## src/rtl/decode_mc.sv

```systemverilog
// decode_mc: multicycle ARM control unit combining the main FSM, ALU decoder,
// PC logic and instruction decoder, with memory-ready wait and multi-cycle multiply.
module decode_mc #(
  parameter int ALUCTRL_W   = 3,
  parameter int MUL_CYCLES  = 4,
  parameter int MEM_WAIT_EN = 1
) (
  input  logic                 clk,
  input  logic                 reset,
  input  logic [1:0]           Op,
  input  logic [5:0]           Funct,
  input  logic [3:0]           MulFunct,
  input  logic [3:0]           Rd,
  input  logic                 MemReady,
  output logic [1:0]           FlagW,
  output logic                 PCS,
  output logic                 NextPC,
  output logic                 RegW,
  output logic                 MemW,
  output logic                 IRWrite,
  output logic                 AdrSrc,
  output logic [1:0]           ResultSrc,
  output logic [1:0]           ALUSrcA,
  output logic [1:0]           ALUSrcB,
  output logic [1:0]           ImmSrc,
  output logic [1:0]           RegSrc,
  output logic [ALUCTRL_W-1:0] ALUControl,
  output logic                 MulBusy,
  output logic [3:0]           State
);
  typedef enum logic [3:0] {
    FETCH    = 4'd0,
    DECODE   = 4'd1,
    MEMADR   = 4'd2,
    MEMREAD  = 4'd3,
    MEMWB    = 4'd4,
    MEMWRITE = 4'd5,
    EXECUTER = 4'd6,
    EXECUTEI = 4'd7,
    ALUWB    = 4'd8,
    BRANCH   = 4'd9,
    MULEXEC  = 4'd10
  } state_t;
  state_t     r_state, w_next;
  logic [3:0] r_cnt;
  logic       w_mr, w_mul, w_aluop, w_branch, w_hit, w_arith;
  logic [2:0] w_alu;
  assign w_mr  = (MEM_WAIT_EN != 0) ? MemReady : 1'b1;
  assign w_mul = (Op == 2'b00) && (Funct[5:4] == 2'b00) && (MulFunct == 4'b1001);
  always_ff @(posedge clk or negedge reset)
    if (!reset) begin
      r_state <= FETCH;
      r_cnt   <= 4'd0;
    end else begin
      r_state <= w_next;
      r_cnt   <= (w_next == MULEXEC) ? ((r_state == MULEXEC) ? r_cnt - 4'd1 : 4'(MUL_CYCLES - 1)) : 4'd0;
    end
  always_comb begin
    w_next    = FETCH;
    IRWrite   = 1'b0;
    NextPC    = 1'b0;
    AdrSrc    = 1'b0;
    ResultSrc = 2'b00;
    ALUSrcA   = 2'b00;
    ALUSrcB   = 2'b00;
    RegW      = 1'b0;
    MemW      = 1'b0;
    w_aluop   = 1'b0;
    w_branch  = 1'b0;
    MulBusy   = 1'b0;
    case (r_state)
      FETCH: begin
        IRWrite   = w_mr;
        NextPC    = w_mr;
        ALUSrcA   = 2'b01;
        ALUSrcB   = 2'b10;
        ResultSrc = 2'b10;
        w_next    = w_mr ? DECODE : FETCH;
      end
      DECODE: begin
        ALUSrcA   = 2'b01;
        ALUSrcB   = 2'b10;
        ResultSrc = 2'b10;
        w_next    = (Op == 2'b01) ? MEMADR :
                    (Op == 2'b10) ? BRANCH :
                    (Op == 2'b11) ? FETCH  :
                    w_mul         ? MULEXEC :
                    Funct[5]      ? EXECUTEI : EXECUTER;
      end
      MEMADR: begin
        ALUSrcB = 2'b01;
        w_next  = Funct[0] ? MEMREAD : MEMWRITE;
      end
      MEMREAD: begin
        AdrSrc = 1'b1;
        w_next = w_mr ? MEMWB : MEMREAD;
      end
      MEMWB: begin
        ResultSrc = 2'b01;
        RegW      = 1'b1;
      end
      MEMWRITE: begin
        AdrSrc = 1'b1;
        MemW   = 1'b1;
        w_next = w_mr ? FETCH : MEMWRITE;
      end
      EXECUTER, EXECUTEI: begin
        ALUSrcB = (r_state == EXECUTEI) ? 2'b01 : 2'b00;
        w_aluop = 1'b1;
        w_next  = ALUWB;
      end
      MULEXEC: begin
        w_aluop = 1'b1;
        MulBusy = 1'b1;
        w_next  = (r_cnt == 4'd0) ? ALUWB : MULEXEC;
      end
      ALUWB: begin
        w_aluop = 1'b1;
        RegW    = (Funct[4:3] != 2'b10);
      end
      BRANCH: begin
        ALUSrcB   = 2'b01;
        ResultSrc = 2'b10;
        w_branch  = 1'b1;
      end
      default: w_next = FETCH;
    endcase
  end
  always_comb begin
    w_hit = 1'b1;
    case (Funct[4:1])
      4'b0000: w_alu = 3'b010;
      4'b0001: w_alu = 3'b100;
      4'b0010: w_alu = 3'b001;
      4'b0100: w_alu = 3'b000;
      4'b0101: w_alu = 3'b000;
      4'b1000: w_alu = 3'b010;
      4'b1010: w_alu = 3'b001;
      4'b1011: w_alu = 3'b000;
      4'b1100: w_alu = 3'b011;
      default: begin
        w_alu = 3'b000;
        w_hit = 1'b0;
      end
    endcase
    w_arith = (Funct[4:1] == 4'b0010) || (Funct[4:1] == 4'b0100) ||
              (Funct[4:1] == 4'b1010) || (Funct[4:1] == 4'b1011);
  end
  assign ALUControl = !w_aluop ? '0 : w_mul ? ALUCTRL_W'(3'b110) : ALUCTRL_W'(w_alu);
  assign FlagW      = !w_aluop ? 2'b00 : w_mul ? {Funct[0], 1'b0} :
                      w_hit ? {Funct[0], Funct[0] & w_arith} : 2'b00;
  assign PCS        = ((Rd == 4'hf) && RegW) || w_branch;
  assign ImmSrc     = Op;
  assign RegSrc     = {Op == 2'b01, Op == 2'b10};
  assign State      = r_state;
endmodule

```

## config.mk

```make
export PLATFORM = sky130hd
export DESIGN_NAME = decode_mc
export DESIGN_NICKNAME = d
export VERILOG_FILES = /design/src/rtl/decode_mc.sv
export SDC_FILE = /design/constraint.sdc
export NUM_CORES = 1
export LEC_CHECK = 0
export CAP_MARGIN = 20
export CORE_UTILIZATION = 35
export CTS_CLUSTER_SIZE = 8
export DETAILED_ROUTE_END_ITERATION = 7
export PLACE_DENSITY = 0.75
export SLEW_MARGIN = 10
export SYNTH_ARGS = -nofsm -noshare
export SYNTH_HDL_FRONTEND = slang
export SYNTH_SLANG_ARGS = --single-unit
```

## constraint.sdc

```tcl
create_clock -name clk -period 2.1 [get_ports clk]
set_clock_uncertainty 0.2 [all_clocks]
set_input_delay 0.42 -clock clk [delete_from_list [all_inputs] [get_ports clk]]
set_output_delay 0.42 -clock clk [all_outputs]
set_load 0.005 [all_outputs]
```

-- Word-level counts from Yosys, hierarchy flattened
Cells that the tools add are included.
- register bits after elaboration: 8
- output and inout bits: 26
- add/subtract/negate cells: 1
- eq/ne operators: 25
- multiplexer cells: 31
- bitwise gates (word level): 1
- reductions and logical operators: 21
- operators by type and width (cell ; count):
    $eq 4x4->1 const B ; 10
    $pmux 4 s7 ; 1
    $eq 4x3->1 const B ; 6
    $mux 4 ; 6
    $mux 3 ; 5
    $eq 4x2->1 const B ; 3
    $logic_not 4->1 ; 3
    $pmux 3 s4 ; 1
    $reduce_or 2->1 ; 6
    $mux 1 ; 11
    $reduce_or 9->1 ; 1
    $eq 4x1->1 const B ; 2
    $mux 2 ; 4
    $pmux 2 s3 ; 1
    $eq 2x2->1 const B ; 2
    $logic_not 2->1 ; 2
    $logic_or 1x1->1 ; 4
    $pmux 2 s2 ; 1
    $reduce_or 4->1 ; 1
    $sub 4x1->4 const B ; 1
    $logic_and 1x1->1 ; 3
    $reduce_or 3->1 ; 1
    $eq 2x1->1 const B ; 1
    $ne 2x2->1 const B ; 1
    2 further kinds ; 2

-- Depth between registers and ports, before layout
- depth in word-level cells: 10
- mapped depth: 6
- depth with buffers taken out: 6

-- Worst setup path after synthesis
Ideal clock, no wire load.
- path type: input to output
- start: input MulFunct[0]
- end: output FlagW[0]
- arrival: 1.470 ns
- required time: 1.480 ns
- path slack: 0.010 ns
- cell stages on the path: 5
- buffers on the path: 1
- cells stage by stage: nor4b_1 > and4_1 > buf_6 > or4_1 > a31oi_1
- word-level cells in the longest chain between the ends: 4
- ends and longest elaborated chain (what ; RTL line ; RTL):
    start, declared ; 12 ; input logic [3:0] MulFunct,
    $eq 4x4->1 ; 49 ; assign w_mul = (Op == 2'b00) && (Funct[5:4] == 2'b00) && (MulFunct == 4'b1001);
    $logic_and 1x1->1 ; 49 ;
    $mux 2 (2 in series) ; 150 ; assign FlagW = !w_aluop ? 2'b00 : w_mul ? {Funct[0], 1'b0} :
    end, declared ; 15 ; output logic [1:0] FlagW,
Every way passes these cells.

-- Worst setup path after layout
- start: register r_state[0] (netlist: State[0])
- end: output ALUControl[0]
- word-level cells in the longest chain between the ends: 4
- elaborated cells between the ends (all ways): 7
- classes of those cells: eq/ne (4); mux (2); reduce/logical (1)
- ends and longest elaborated chain (what ; RTL line ; RTL):
    start, declared ; 44 ; state_t r_state, w_next;
    start signal, assigned ; 55 ; r_state <= w_next;
    $eq 4x4->1 / $eq 4x3->1 (equally long branches) ; 71 ; case (r_state)
    $reduce_or 4->1 (no source line) (*) ; -- ;
    $mux 1 (*) ; 71 ;
    $mux 3 (*) ; 149 ; assign ALUControl = !w_aluop ? '0 : w_mul ? ALUCTRL_W'(3'b110) : ALUCTRL_W'(w_alu);
    end, declared ; 27 ; output logic [ALUCTRL_W-1:0] ALUControl,
Every way passes the cells marked *; elsewhere a longest branch is shown, timed or not.

==> out/qor.csv <==
metric,value,unit
Core Rows,16,
reg2reg start,State[3],
Detailed Routing Iterations Pass 1,4,
CTS tree,built,
"commonest non-fill, non-tap cell in the layout",buf_4,
Hold Buf Count CTS,0,
Critical Path Start,State[0],
"wirelength, routed",3580,µm
die height,49.5,µm
antenna cell count,0,
RSZ-0062 raised after global routing,yes,
Vias/cell,5.63,
final core occ,0.819,
final worst slack,-0.204,ns
peak supply drop,0.000629,V
failing checks,negative setup slack,
fillers,131,
CTS Buf Count,3,
most frequent cells in the layout,"buf_4 (30), buf_6 (16), clkdlybuf4s50_1 (15), buf_2 (13), dfrtp_1 (8)",
Syn Inst Count,103,
P_leak,0.000824,µW
"Distinct cells, synth",40,
Worst Path Max Fanout,3,
Final Power,1790,µW
wire per inst,17.0,µm
Antenna Nets Post-Route,0,
Total Routing Usage GR,0.284,
Final Max Tran Viols,0,
I/O pin total,45,
post-synth top area cell,dfrtp_1,
clk buf depth,2,
total grt overflow,0,
initial antenna violation count,0,
Synth-to-Final Area Change,112,%
Setup TNS Final,-0.852,ns
fin nets,205,
area of the core,2040,µm²
largest net degree at the start of global routing,13,
CP Class,reg -> out,
vias in the first global route,1172,
"FF+latch count, synth",8,
CTS Root Buffer Type,clkbuf_4,
crit path launch type,flop,
synthesized cell area,788,µm²
hpwl dp,2190,µm
Critical Path Sink Type,primary output,
DRC,0,
max_cap viols,0,
routed via count,1183,
H-Tree Depth,1,
"top cells by area, synth","dfrtp_1 (25%), nor2_1 (6.2%), buf_4 (4.8%), inv_1 (3.8%), nand2_1 (3.3%)",
Starting Density,0.386,
required time of the worst setup path,1.48,ns
met1 wire length,1350,µm
Port Buffers,43,
"Seq/Total Area, Yosys",0.254,
# setup viols final,7,
clk sink count,8,
GPL Wtd Cong,0.860,
layout cell share with drive strength beyond 1,0.508,
critical path arrival,1.68,ns
Synth warnings,0,
DIE WIDTH,49.5,µm
final worst path period need,2.30,ns
hold crit path type,in -> async,
clock transition at the registers of the reported paths,0.05,ns
Skew-Pair Late Insertion Delay,0.25,ns
Post-Syn Nets,123,
Final Hold Viols,0,
met3 WL,223,µm
met2 routed WL,1860,µm
Fmax,434,MHz
status,"complete, but fails checks",
pwr/cell area,1070,nW/µm²
Synth top area share,0.254,
final cycle utilization of the critical path,1.10,
Syn Area/Cell,7.65,µm²
Highest Signal Layer,met4,
die area,2450,µm²
first-pass GRT wire length,5230,µm
Starting DRT DRC Count,30,
==> registers in the layout, summed over array words and instances, names as in the netlist <==
register  cells
State         4
r_cnt         4
==> final timing paths <==
check	slack [ns]	cells past startpoint	to
worst max-delay path	-0.20	5	ALUControl[0]
worst min-delay path	0.25	1	State[1]
worst max register to register	0.06	9	r_cnt[1]
worst min register to register	0.32	1	r_cnt[0]
max in group asynchronous	1.19	1	r_cnt[2]
min in group clk	0.32	1	r_cnt[0]
==> synthesized netlist by cell type <==
master     number
nor2_1         13
and3_1          2
or4_1           1
a31oi_1         2
a2111oi_0       1
nand2b_1        3
conb_1          1
buf_6           1
nand4bb_1       1
ha_1            1
nor4b_1         1
a21boi_1        1
buf_4           5
or2_2           1
mux2i_1         1
a211oi_1        3
nor3_1          4
inv_1           8
a22oi_1         1
mux2_2          2
a221oi_1        1
a22o_1          1
nand3b_1        2
buf_2           3
xor2_1          2
nand2_1         7
or2_1           2
a21oi_1         3
dfrtp_1         8
o41ai_1         1
nor3b_1         3
o32ai_1         1
a32o_1          1
or3_1           3
a211o_1         1
and4_1          2
o22ai_1         1
nor2b_1         4
a21o_1          1
o21ai_0         3
==> power breakdown <==
part	internal, µW	total (µW)	switching [µW]
clock network	65.1	113	47.7
logic	814	1450	639
registers	195	228	32.7
total	1070	1790	720
==> per-stage QoR <==
step                      instance area [µm²]  std cells  hold WS (ns)  worst slack, ns
after floorplan                           788        103       -0.0756           0.0104
after global placement                   1400        192         0.272           -0.818
after detailed placement                 1400        192         0.311           -0.867
after CTS                                1580        206         0.249           -0.257
after global routing                     1670        210         0.271           -0.271
final                                    1670        210         0.248           -0.204
==> cell type report <==
cell class / count / area (µm²) / area share
multi-input combinational: 78 / 647 / 0.387
tap: 27 / 33.8 / 0.0202
timing repair buffer: 86 / 738 / 0.442
clock buffer: 3 / 22.5 / 0.0135
sequential: 8 / 200 / 0.120
inverter: 8 / 30.0 / 0.0180
==> worst max-delay path: stages, from the launching register on <==
cell       delay, ns
dfrtp_1         0.38
or2_4           0.26
mux2_4          0.29
buf_4           0.15
a2111oi_4       0.18
buf_2           0.17
==> cell families after synthesis <==
family                   share of synthesized area
XOR/XNOR                                    0.0222
other                                      0.00476
flip-flops                                   0.254
buffers and inverters                        0.119
adder cells (fa/ha/maj)                     0.0159
multiplexers                                0.0413
AO/OA/AOI/OAI                                0.198
AND/OR/NAND/NOR                              0.344
==> what timing repair did <==
action,4_1_cts,5_1_grt
pin swaps,12,9
gates resized for setup,112,27
gates cloned,0,0
setup endpoints to repair,21,15
setup buffers,11,5
==> per-layer routing <==
| layer | up-vias | GRT usage |
|---|---|---|
| li1 | 527 | - |
| met4 | 0 | 0.138 |
| met5 | - | 0 |
| met1 | 558 | 0.294 |
| met2 | 75 | 0.534 |
| met3 | 23 | 0.0586 |
Power figures use the tool's default switching activity.
